$ cat src/rtl/apb_spi_master_v2_if.sv
// APB3 bus bundle for the SPI master.
// The master modport drives requests; the slave modport returns data.
`timescale 1ns/1ps
interface apb_spi_master_v2_if;
   logic        PSEL;
   logic        PENABLE;
   logic        PWRITE;
   logic [31:0] PADDR;
   logic [31:0] PWDATA;
   logic [31:0] PRDATA;
   logic        PREADY;

   modport master (
      output PSEL, PENABLE, PWRITE, PADDR, PWDATA,
      input  PRDATA, PREADY
   );

   modport slave (
      input  PSEL, PENABLE, PWRITE, PADDR, PWDATA,
      output PRDATA, PREADY
   );
endinterface

$ cat src/rtl/apb_spi_master_v2.sv
// APB3 SPI master: register file, TX/RX FIFOs, prescaler, shift engine.
// Back-to-back frames share one CS assertion while TX holds data.
`timescale 1ns/1ps
module apb_spi_master_v2 #(
   parameter int DW         = 8,
   parameter int FIFO_DEPTH = 4,
   parameter int NCS        = 2,
   parameter int PSC_W      = 8
) (
   input  logic               PCLK,
   input  logic               PRESETn,
   apb_spi_master_v2_if.slave apb,
   input  logic               MISO,
   output logic               SCK,
   output logic               MOSI,
   output logic [NCS-1:0]     CS_N,
   output logic               SPI_IRQ
);
   localparam int AW = $clog2(FIFO_DEPTH);
   localparam int CW = AW + 1;
   localparam logic [5:0] LAST_EDGE = 6'(2*DW-1);

   typedef enum logic [1:0] {
      S_IDLE, S_LEAD, S_XFER, S_TRAIL
   } state_t;

   state_t r_state, w_state_nxt;

   logic             r_en, r_cpol, r_cpha, r_lsb;
   logic [1:0]       r_cssel;
   logic [PSC_W-1:0] r_psc, r_pcnt;
   logic [3:0]       r_ier;
   logic             r_rxovr, r_txovr, r_done, r_irq;
   logic [31:0]      r_prdata;
   logic             r_m_cpha, r_m_lsb;
   logic [NCS-1:0]   r_cs_n;
   logic             r_sck, r_mosi;
   logic [5:0]       r_edge;
   logic [DW-1:0]    r_tsr, r_rsr;

   logic [DW-1:0]    r_tx_mem [FIFO_DEPTH];
   logic [DW-1:0]    r_rx_mem [FIFO_DEPTH];
   logic [AW-1:0]    r_tx_wr, r_tx_rd, r_rx_wr, r_rx_rd;
   logic [CW-1:0]    r_tx_cnt, r_rx_cnt;

   logic [2:0]  w_idx;
   logic        w_wr, w_rd, w_dr_wr, w_sr_wr;
   logic        w_tx_empty, w_tx_full, w_rx_empty, w_rx_full;
   logic        w_tx_push, w_tx_drop, w_rx_push, w_rx_drop;
   logic        w_rx_pop, w_go, w_tick, w_last;
   logic        w_busy, w_load, w_end, w_edge, w_done_set;
   logic        w_sample, w_shift, w_new_lsb, w_new_cpha;
   logic [1:0]  w_csel;
   logic [DW-1:0] w_head, w_rsr_nxt, w_rx_word;
   logic [31:0] w_rdata;
   logic        w_unused;

   assign w_idx   = apb.PADDR[4:2];
   assign w_wr    = apb.PSEL & apb.PENABLE & apb.PWRITE;
   assign w_rd    = apb.PSEL & ~apb.PENABLE & ~apb.PWRITE;
   assign w_dr_wr = w_wr & (w_idx == 3'd2);
   assign w_sr_wr = w_wr & (w_idx == 3'd1);
   assign w_unused = ^{apb.PADDR[31:5], apb.PADDR[1:0], apb.PWDATA};

   assign w_tx_empty = (r_tx_cnt == '0);
   assign w_tx_full  = (r_tx_cnt == CW'(FIFO_DEPTH));
   assign w_rx_empty = (r_rx_cnt == '0);
   assign w_rx_full  = (r_rx_cnt == CW'(FIFO_DEPTH));

   // A pop in the same cycle frees a slot for a push into a full FIFO
   assign w_tx_push = w_dr_wr & (~w_tx_full | w_load);
   assign w_tx_drop = w_dr_wr & w_tx_full & ~w_load;
   assign w_rx_pop  = w_rd & (w_idx == 3'd2) & ~w_rx_empty;
   assign w_rx_push = w_end & (~w_rx_full | w_rx_pop);
   assign w_rx_drop = w_end & w_rx_full & ~w_rx_pop;

   assign w_go   = r_en & ~w_tx_empty;
   assign w_tick = (r_state != S_IDLE) & (r_pcnt >= r_psc);
   assign w_last = (r_edge == LAST_EDGE);
   assign w_head = r_tx_mem[r_tx_rd];
   assign w_csel = (int'(r_cssel) < NCS) ? r_cssel : 2'd0;

   assign w_new_lsb  = (r_state == S_IDLE) ? r_lsb  : r_m_lsb;
   assign w_new_cpha = (r_state == S_IDLE) ? r_cpha : r_m_cpha;

   // Edges counted from 0: even index is an odd (leading) SCK edge
   assign w_sample = r_m_cpha ? (w_edge & r_edge[0])
                              : (w_edge & ~r_edge[0]);
   assign w_shift  = r_m_cpha ? (w_edge & ~r_edge[0])
                              : (w_edge & r_edge[0] & ~w_last);

   assign w_rsr_nxt = r_m_lsb ? {MISO, r_rsr[DW-1:1]}
                              : {r_rsr[DW-2:0], MISO};
   assign w_rx_word = r_m_cpha ? w_rsr_nxt : r_rsr;

   always_ff @(posedge PCLK) begin
      if (!PRESETn) r_state <= S_IDLE;
      else          r_state <= w_state_nxt;
   end

   always_comb begin
      w_state_nxt = r_state;
      unique case (r_state)
         S_IDLE:  if (w_go) w_state_nxt = S_LEAD;
         S_LEAD:  if (w_tick) w_state_nxt = S_XFER;
         S_XFER:  if (w_tick & w_last & ~w_go)
                     w_state_nxt = S_TRAIL;
         S_TRAIL: if (w_tick) w_state_nxt = S_IDLE;
      endcase
   end

   always_comb begin
      w_busy     = 1'b0;
      w_load     = 1'b0;
      w_end      = 1'b0;
      w_edge     = 1'b0;
      w_done_set = 1'b0;
      unique case (r_state)
         S_IDLE: w_load = w_go;
         S_LEAD: w_busy = 1'b1;
         S_XFER: begin
            w_busy = 1'b1;
            w_edge = w_tick;
            w_end  = w_tick & w_last;
            w_load = w_tick & w_last & w_go;
         end
         S_TRAIL: begin
            w_busy     = 1'b1;
            w_done_set = w_tick;
         end
      endcase
   end

   always_comb begin
      w_rdata = '0;
      case (w_idx)
         3'd0: w_rdata = {26'd0, r_cssel, r_lsb,
                          r_cpha, r_cpol, r_en};
         3'd1: w_rdata = {24'd0, r_done, r_txovr, r_rxovr,
                          w_rx_full, ~w_rx_empty, w_tx_full,
                          w_tx_empty, w_busy};
         3'd2: w_rdata = w_rx_empty ? 32'd0
                                    : 32'(r_rx_mem[r_rx_rd]);
         3'd3: w_rdata = 32'(r_psc);
         3'd4: w_rdata = {28'd0, r_ier};
         default: w_rdata = '0;
      endcase
   end

   always_ff @(posedge PCLK) begin
      if (w_tx_push) r_tx_mem[r_tx_wr] <= apb.PWDATA[DW-1:0];
      if (w_rx_push) r_rx_mem[r_rx_wr] <= w_rx_word;
   end

   always_ff @(posedge PCLK) begin
      if (!PRESETn) begin
         r_en     <= 1'b0;
         r_cpol   <= 1'b0;
         r_cpha   <= 1'b0;
         r_lsb    <= 1'b0;
         r_cssel  <= '0;
         r_psc    <= '0;
         r_pcnt   <= '0;
         r_ier    <= '0;
         r_rxovr  <= 1'b0;
         r_txovr  <= 1'b0;
         r_done   <= 1'b0;
         r_irq    <= 1'b0;
         r_prdata <= '0;
         r_m_cpha <= 1'b0;
         r_m_lsb  <= 1'b0;
         r_cs_n   <= '1;
         r_sck    <= 1'b0;
         r_mosi   <= 1'b0;
         r_edge   <= '0;
         r_tsr    <= '0;
         r_rsr    <= '0;
         r_tx_wr  <= '0;
         r_tx_rd  <= '0;
         r_rx_wr  <= '0;
         r_rx_rd  <= '0;
         r_tx_cnt <= '0;
         r_rx_cnt <= '0;
      end else begin
         if (w_wr & (w_idx == 3'd0)) begin
            r_en    <= apb.PWDATA[0];
            r_cpol  <= apb.PWDATA[1];
            r_cpha  <= apb.PWDATA[2];
            r_lsb   <= apb.PWDATA[3];
            r_cssel <= apb.PWDATA[5:4];
         end
         if (w_wr & (w_idx == 3'd3)) r_psc <= apb.PWDATA[PSC_W-1:0];
         if (w_wr & (w_idx == 3'd4)) r_ier <= apb.PWDATA[3:0];

         r_rxovr <= (r_rxovr & ~(w_sr_wr & apb.PWDATA[5])) | w_rx_drop;
         r_txovr <= (r_txovr & ~(w_sr_wr & apb.PWDATA[6])) | w_tx_drop;
         r_done  <= (r_done  & ~(w_sr_wr & apb.PWDATA[7])) | w_done_set;
         r_irq   <= |(r_ier & {r_done, r_rxovr | r_txovr,
                               ~w_rx_empty, w_tx_empty});
         if (w_rd) r_prdata <= w_rdata;

         if (w_tx_push) r_tx_wr <= r_tx_wr + 1'b1;
         if (w_load)    r_tx_rd <= r_tx_rd + 1'b1;
         r_tx_cnt <= r_tx_cnt + CW'(w_tx_push) - CW'(w_load);
         if (w_rx_push) r_rx_wr <= r_rx_wr + 1'b1;
         if (w_rx_pop)  r_rx_rd <= r_rx_rd + 1'b1;
         r_rx_cnt <= r_rx_cnt + CW'(w_rx_push) - CW'(w_rx_pop);

         if (w_load & (r_state == S_IDLE)) begin
            r_m_cpha <= r_cpha;
            r_m_lsb  <= r_lsb;
            r_cs_n   <= ~(NCS'(1) << w_csel);
         end else if (w_done_set) begin
            r_cs_n <= '1;
         end

         if (w_load | w_tick) r_pcnt <= '0;
         else if (r_state != S_IDLE) r_pcnt <= r_pcnt + 1'b1;

         if (w_load) r_edge <= '0;
         else if (w_edge) r_edge <= r_edge + 1'b1;

         if (r_state == S_IDLE) r_sck <= r_cpol;
         else if (w_edge) r_sck <= ~r_sck;

         // CPHA=0 presents the first bit at load; CPHA=1 on edge 1
         if (w_load) begin
            if (!w_new_cpha) begin
               r_mosi <= w_new_lsb ? w_head[0] : w_head[DW-1];
               r_tsr  <= w_new_lsb ? (w_head >> 1) : (w_head << 1);
            end else begin
               r_tsr <= w_head;
            end
         end else if (w_shift) begin
            r_mosi <= r_m_lsb ? r_tsr[0] : r_tsr[DW-1];
            r_tsr  <= r_m_lsb ? (r_tsr >> 1) : (r_tsr << 1);
         end

         if (w_sample) r_rsr <= w_rsr_nxt;
      end
   end

   assign apb.PRDATA = r_prdata;
   assign apb.PREADY = 1'b1;
   assign SCK        = r_sck;
   assign MOSI       = r_mosi;
   assign CS_N       = r_cs_n;
   assign SPI_IRQ    = r_irq;
endmodule

$ cat src/flat_wrapper.sv
// flat-port wrapper written by rule: the top's interface ports become plain ports
module apb_spi_master_v2_flat 
#(
   parameter int DW         = 8,
   parameter int FIFO_DEPTH = 4,
   parameter int NCS        = 2,
   parameter int PSC_W      = 8
)
  (PCLK, PRESETn, MISO, SCK, MOSI, CS_N, SPI_IRQ, apb_PSEL, apb_PENABLE, apb_PWRITE, apb_PADDR, apb_PWDATA, apb_PRDATA, apb_PREADY);
  apb_spi_master_v2_if apb_i ();
  input  logic PCLK;
  input  logic PRESETn;
  input  logic MISO;
  output logic SCK;
  output logic MOSI;
  output logic [NCS-1:0] CS_N;
  output logic SPI_IRQ;
  input wire logic [$bits(apb_i.PSEL)-1:0] apb_PSEL;
  input wire logic [$bits(apb_i.PENABLE)-1:0] apb_PENABLE;
  input wire logic [$bits(apb_i.PWRITE)-1:0] apb_PWRITE;
  input wire logic [$bits(apb_i.PADDR)-1:0] apb_PADDR;
  input wire logic [$bits(apb_i.PWDATA)-1:0] apb_PWDATA;
  output wire logic [$bits(apb_i.PRDATA)-1:0] apb_PRDATA;
  output wire logic [$bits(apb_i.PREADY)-1:0] apb_PREADY;
  assign apb_i.PSEL = apb_PSEL;
  assign apb_i.PENABLE = apb_PENABLE;
  assign apb_i.PWRITE = apb_PWRITE;
  assign apb_i.PADDR = apb_PADDR;
  assign apb_i.PWDATA = apb_PWDATA;
  assign apb_PRDATA = apb_i.PRDATA;
  assign apb_PREADY = apb_i.PREADY;
  apb_spi_master_v2 #(.DW(DW), .FIFO_DEPTH(FIFO_DEPTH), .NCS(NCS), .PSC_W(PSC_W)) u_core (.PCLK(PCLK), .PRESETn(PRESETn), .apb(apb_i), .MISO(MISO), .SCK(SCK), .MOSI(MOSI), .CS_N(CS_N), .SPI_IRQ(SPI_IRQ));
endmodule
$ cat config.mk
export PLATFORM = sky130hd
export DESIGN_NAME = apb_spi_master_v2_flat
export DESIGN_NICKNAME = d
export VERILOG_FILES = /design/src/rtl/apb_spi_master_v2_if.sv /design/src/rtl/apb_spi_master_v2.sv /design/src/flat_wrapper.sv
export SDC_FILE = /design/constraint.sdc
export NUM_CORES = 1
export LEC_CHECK = 0
export CORE_UTILIZATION = 45
export CTS_CLUSTER_SIZE = 16
export DETAILED_ROUTE_END_ITERATION = 8
export PLACE_DENSITY = 0.71
export SKIP_CTS_REPAIR_TIMING = 1
export SKIP_LAST_GASP = 1
export SYNTH_ARGS = -nofsm -noshare
export SYNTH_HDL_FRONTEND = slang
export SYNTH_SLANG_ARGS = --single-unit
export TNS_END_PERCENT = 5
$ cat constraint.sdc
create_clock -name PCLK -period 2.9 [get_ports PCLK]
set_input_delay 0.58 -clock PCLK [delete_from_list [all_inputs] [get_ports PCLK]]
set_output_delay 0.58 -clock PCLK [all_outputs]
set_load 0.01 [all_outputs]
==> results.ini <==
[sta]
hold_viol=0
worst_pin_slew_ns=0.773
report.final.slew_viol_count=0
holdWs_ns=0.457
slew-limit-headroom_pct=48.4
max_freq_ghz=0.336
setup_viol_count_final=1
fin_ws_ns=-0.0798
period_needed_ns=2.98
grt_setup_unrepaired=true
fin_crit_sh_pct=103
fin_tns_setup_ns=-0.0798
fin_skew_ns=0.0109

[worst_setup_path]
crit_arrival_ns=3.29
crit_buf_inv=4
slowest_delay_ns=0.37
worstPathCellList=inv_1 -> ha_1 -> and3_1 -> a221o_1 -> a31oi_4 -> a21o_1 -> inv_2 -> ha_1 -> inv_1 -> ha_2 -> inv_1 -> fa_2 -> xor2_1 -> xnor2_1 -> nor2_1
cp-end-kind=register
r2r-end=u_core.r_tx_cnt[2]
critical_path_required_ns=3.21
cp-endpoint=u_core.r_tx_cnt[2]
cp_slowest_cell=a221o_1
critPathLaunch=u_core.r_psc[6]
critPathLaunchType=register
path_class=register to register
r2r_cells=15
rrSetupSlack_ns=-0.08
crit_top_cell=inv_1
reg2reg_from=u_core.r_psc[6]
cp_top_family=adder cells
crit_cells=15
cp_max_fo=2

[pwr]
ir_worst_vdd_uv=418
power_frac_clock_pct=45.8
pwr-share-comb_pct=6.7
powerDensity_nw_per_um2=541
finalPower_mw=4.68
power_frac_seq_pct=47.5
swShare_pct=21.7
power_switching_mw=1.02
power.leakage_nw=3.18
intPower_mw=3.66

[yosys]
synth_cell_types=63
synth_seq_cells=150
synth-main-ff-cell=dfxtp_1
postSynth.asyncResetShare_pct=0
synth_top_area_share_pct=26.8
yosys-top-cells-count=dfxtp_1 (86), nor2_1 (78), edfxtp_1 (64)
yosysSeqAreaShare_pct=50.9
yosys.area.top_type=edfxtp_1
synth_edf_count=64
synthesis.area_um2=7160
syn_area_per_cell_um2=11.0
syn_inst=653
synth_most_common_cell=dfxtp_1
ys_warn_count=0
synthTopCellsByArea=edfxtp_1 (27%), dfxtp_1 (24%), mux2i_1 (6.7%)

[placement]
hpwl_um=11200
placed_cell_area_um2=8060
gp_congestion=0.841
port_buffers=29

[status]
status=complete, but fails checks
violations=setup timing

[finish]
layout-drive-gt1-share_pct=17.2
finalNetCount=825
n_fill_cell=1251
syn2layout_area_growth_pct=20.6
fin_area_um2=8640
n_antenna_cell=0

[clocking]
clk_path_buf_depth=2
cts_buffers=17
root_buffer=clkbuf_16
cts.sinks=150
cts_tree=yes
clock_latency_ns=0.42
htreeDepth=4
path_clk_slew_ns=0.06

[die]
dieHeight_um=128
core-area_um2=15400
rows=45
die_w_um=128
dieArea_um2=16400
pin_count=108
initial_core_util_pct=46.6

[drt]
dr.pass1.iters=5
antenna_left=0
post_drt_wl_per_cell_um=16.3
viasPerCell=5.36
drc=0
routed-via-count=5089
drtIter0Drc=314
wl_um=15500

[global_route]
track_usage_pct=20.0
grt_overflow=0
grt_first_pass_wirelength_um=25100
grt_pass1_vias=5095
grt_start_max_net_pins=41
antenna_found_initial=0

[hold_path]
hold_path.class=register to register
hold_start=u_core.apb.PRDATA[2]

[job]
cap_violations=0

[state kept, by name, summed over array words and instances (netlist names), 3 cells and up, named ones only]
name               cells
u_core.apb.PRDATA      8
u_core.r_edge          6
u_core.r_ier           4
u_core.r_pcnt          8
u_core.r_psc           8
u_core.r_rsr           8
u_core.r_rx_cnt        3
u_core.r_rx_mem       32
u_core.r_tsr           8
u_core.r_tx_cnt        3
u_core.r_tx_mem       32
[how the worst min path moves through the flow]
stage / cells past startpoint / endpoint / slack, ns
finish: 2 / u_core.apb.PRDATA[2] / 0.46
global route: 2 / u_core.apb.PRDATA[2] / 0.49
CTS: 2 / u_core.apb.PRDATA[2] / 0.46
detailed placement: 2 / u_core.apb.PRDATA[2] / 0.45
global placement: 2 / u_core.apb.PRDATA[2] / 0.45
floorplan: 2 / u_core.r_ier[0] / 0.44
[placed cells by master, fill, tap and decap left out, types with 17 or more instances in the layout]
| cell type | n |
|---|---|
| dfxtp_1 | 83 |
| nor2_1 | 78 |
| edfxtp_1 | 64 |
| mux2i_1 | 48 |
| buf_4 | 44 |
| nand2_1 | 43 |
| a21oi_1 | 38 |
| clkdlybuf4s50_1 | 29 |
| inv_1 | 25 |
| conb_1 | 25 |
| ha_1 | 22 |
| clkbuf_16 | 17 |
[metal layers]
metal / track usage (%) / wire length (um) / up-vias
li1: - / - / 2459
met1: 23.6 / 6730 / 2487
met2: 35.6 / 7920 / 119
met3: 4.26 / 606 / 24
met4: 7.40 / 256 / 0
met5: 0 / 0 / -
[kinds of logic (layout without fill, tap and decap cells)]
family / count (synthesis) / in the layout / synth area share, %
fa+ha+maj: 28 / 28 / 5.10
simple gates: 183 / 183 / 11.6
buf+inv: 78 / 141 / 5.52
compound gates: 119 / 119 / 11.2
mux: 72 / 72 / 13.0
xor+xnor: 21 / 21 / 2.57
flops: 150 / 150 / 50.9
other cells: 2 / 25 / 0.105
[worst min-delay path, cell delays in order (launching register included)]
cell and delay (ns):
dfxtp_1 0.31, nand2_1 0.05, a21oi_1 0.05
[stage by stage]
step	setup slack [ns]	utilization (%)	instances
after floorplan	-0.0288	-	676
after global placement	-0.153	52.4	919
after detailed placement	-0.202	52.4	919
after CTS	-0.116	56.2	950
after global routing	-0.222	56.2	950
final	-0.0798	56.2	950
[power by group through the flow]
stage	sequential, mW	combinational [mW]	clock [mW]
6_report	2.22	0.312	2.14
5_1_grt	2.22	0.349	2.28
4_1_cts	2.22	0.309	2.19
3_5_place_dp	2.27	0.306	0
3_3_place_gp	2.27	0.296	0
2_1_floorplan	2.27	0.213	0
[area by class of cell]
class | instances | area (um^2) | area share, %
clock buffer | 22 | 474 | 5.49
clock inverter | 9 | 103 | 1.19
inverter | 28 | 105 | 1.22
multi-input combinational | 448 | 3250 | 37.6
sequential | 150 | 3650 | 42.2
tap | 211 | 264 | 3.06
timing repair buffer | 82 | 801 | 9.27
Note: power is estimated with default switching activity, not from simulation.
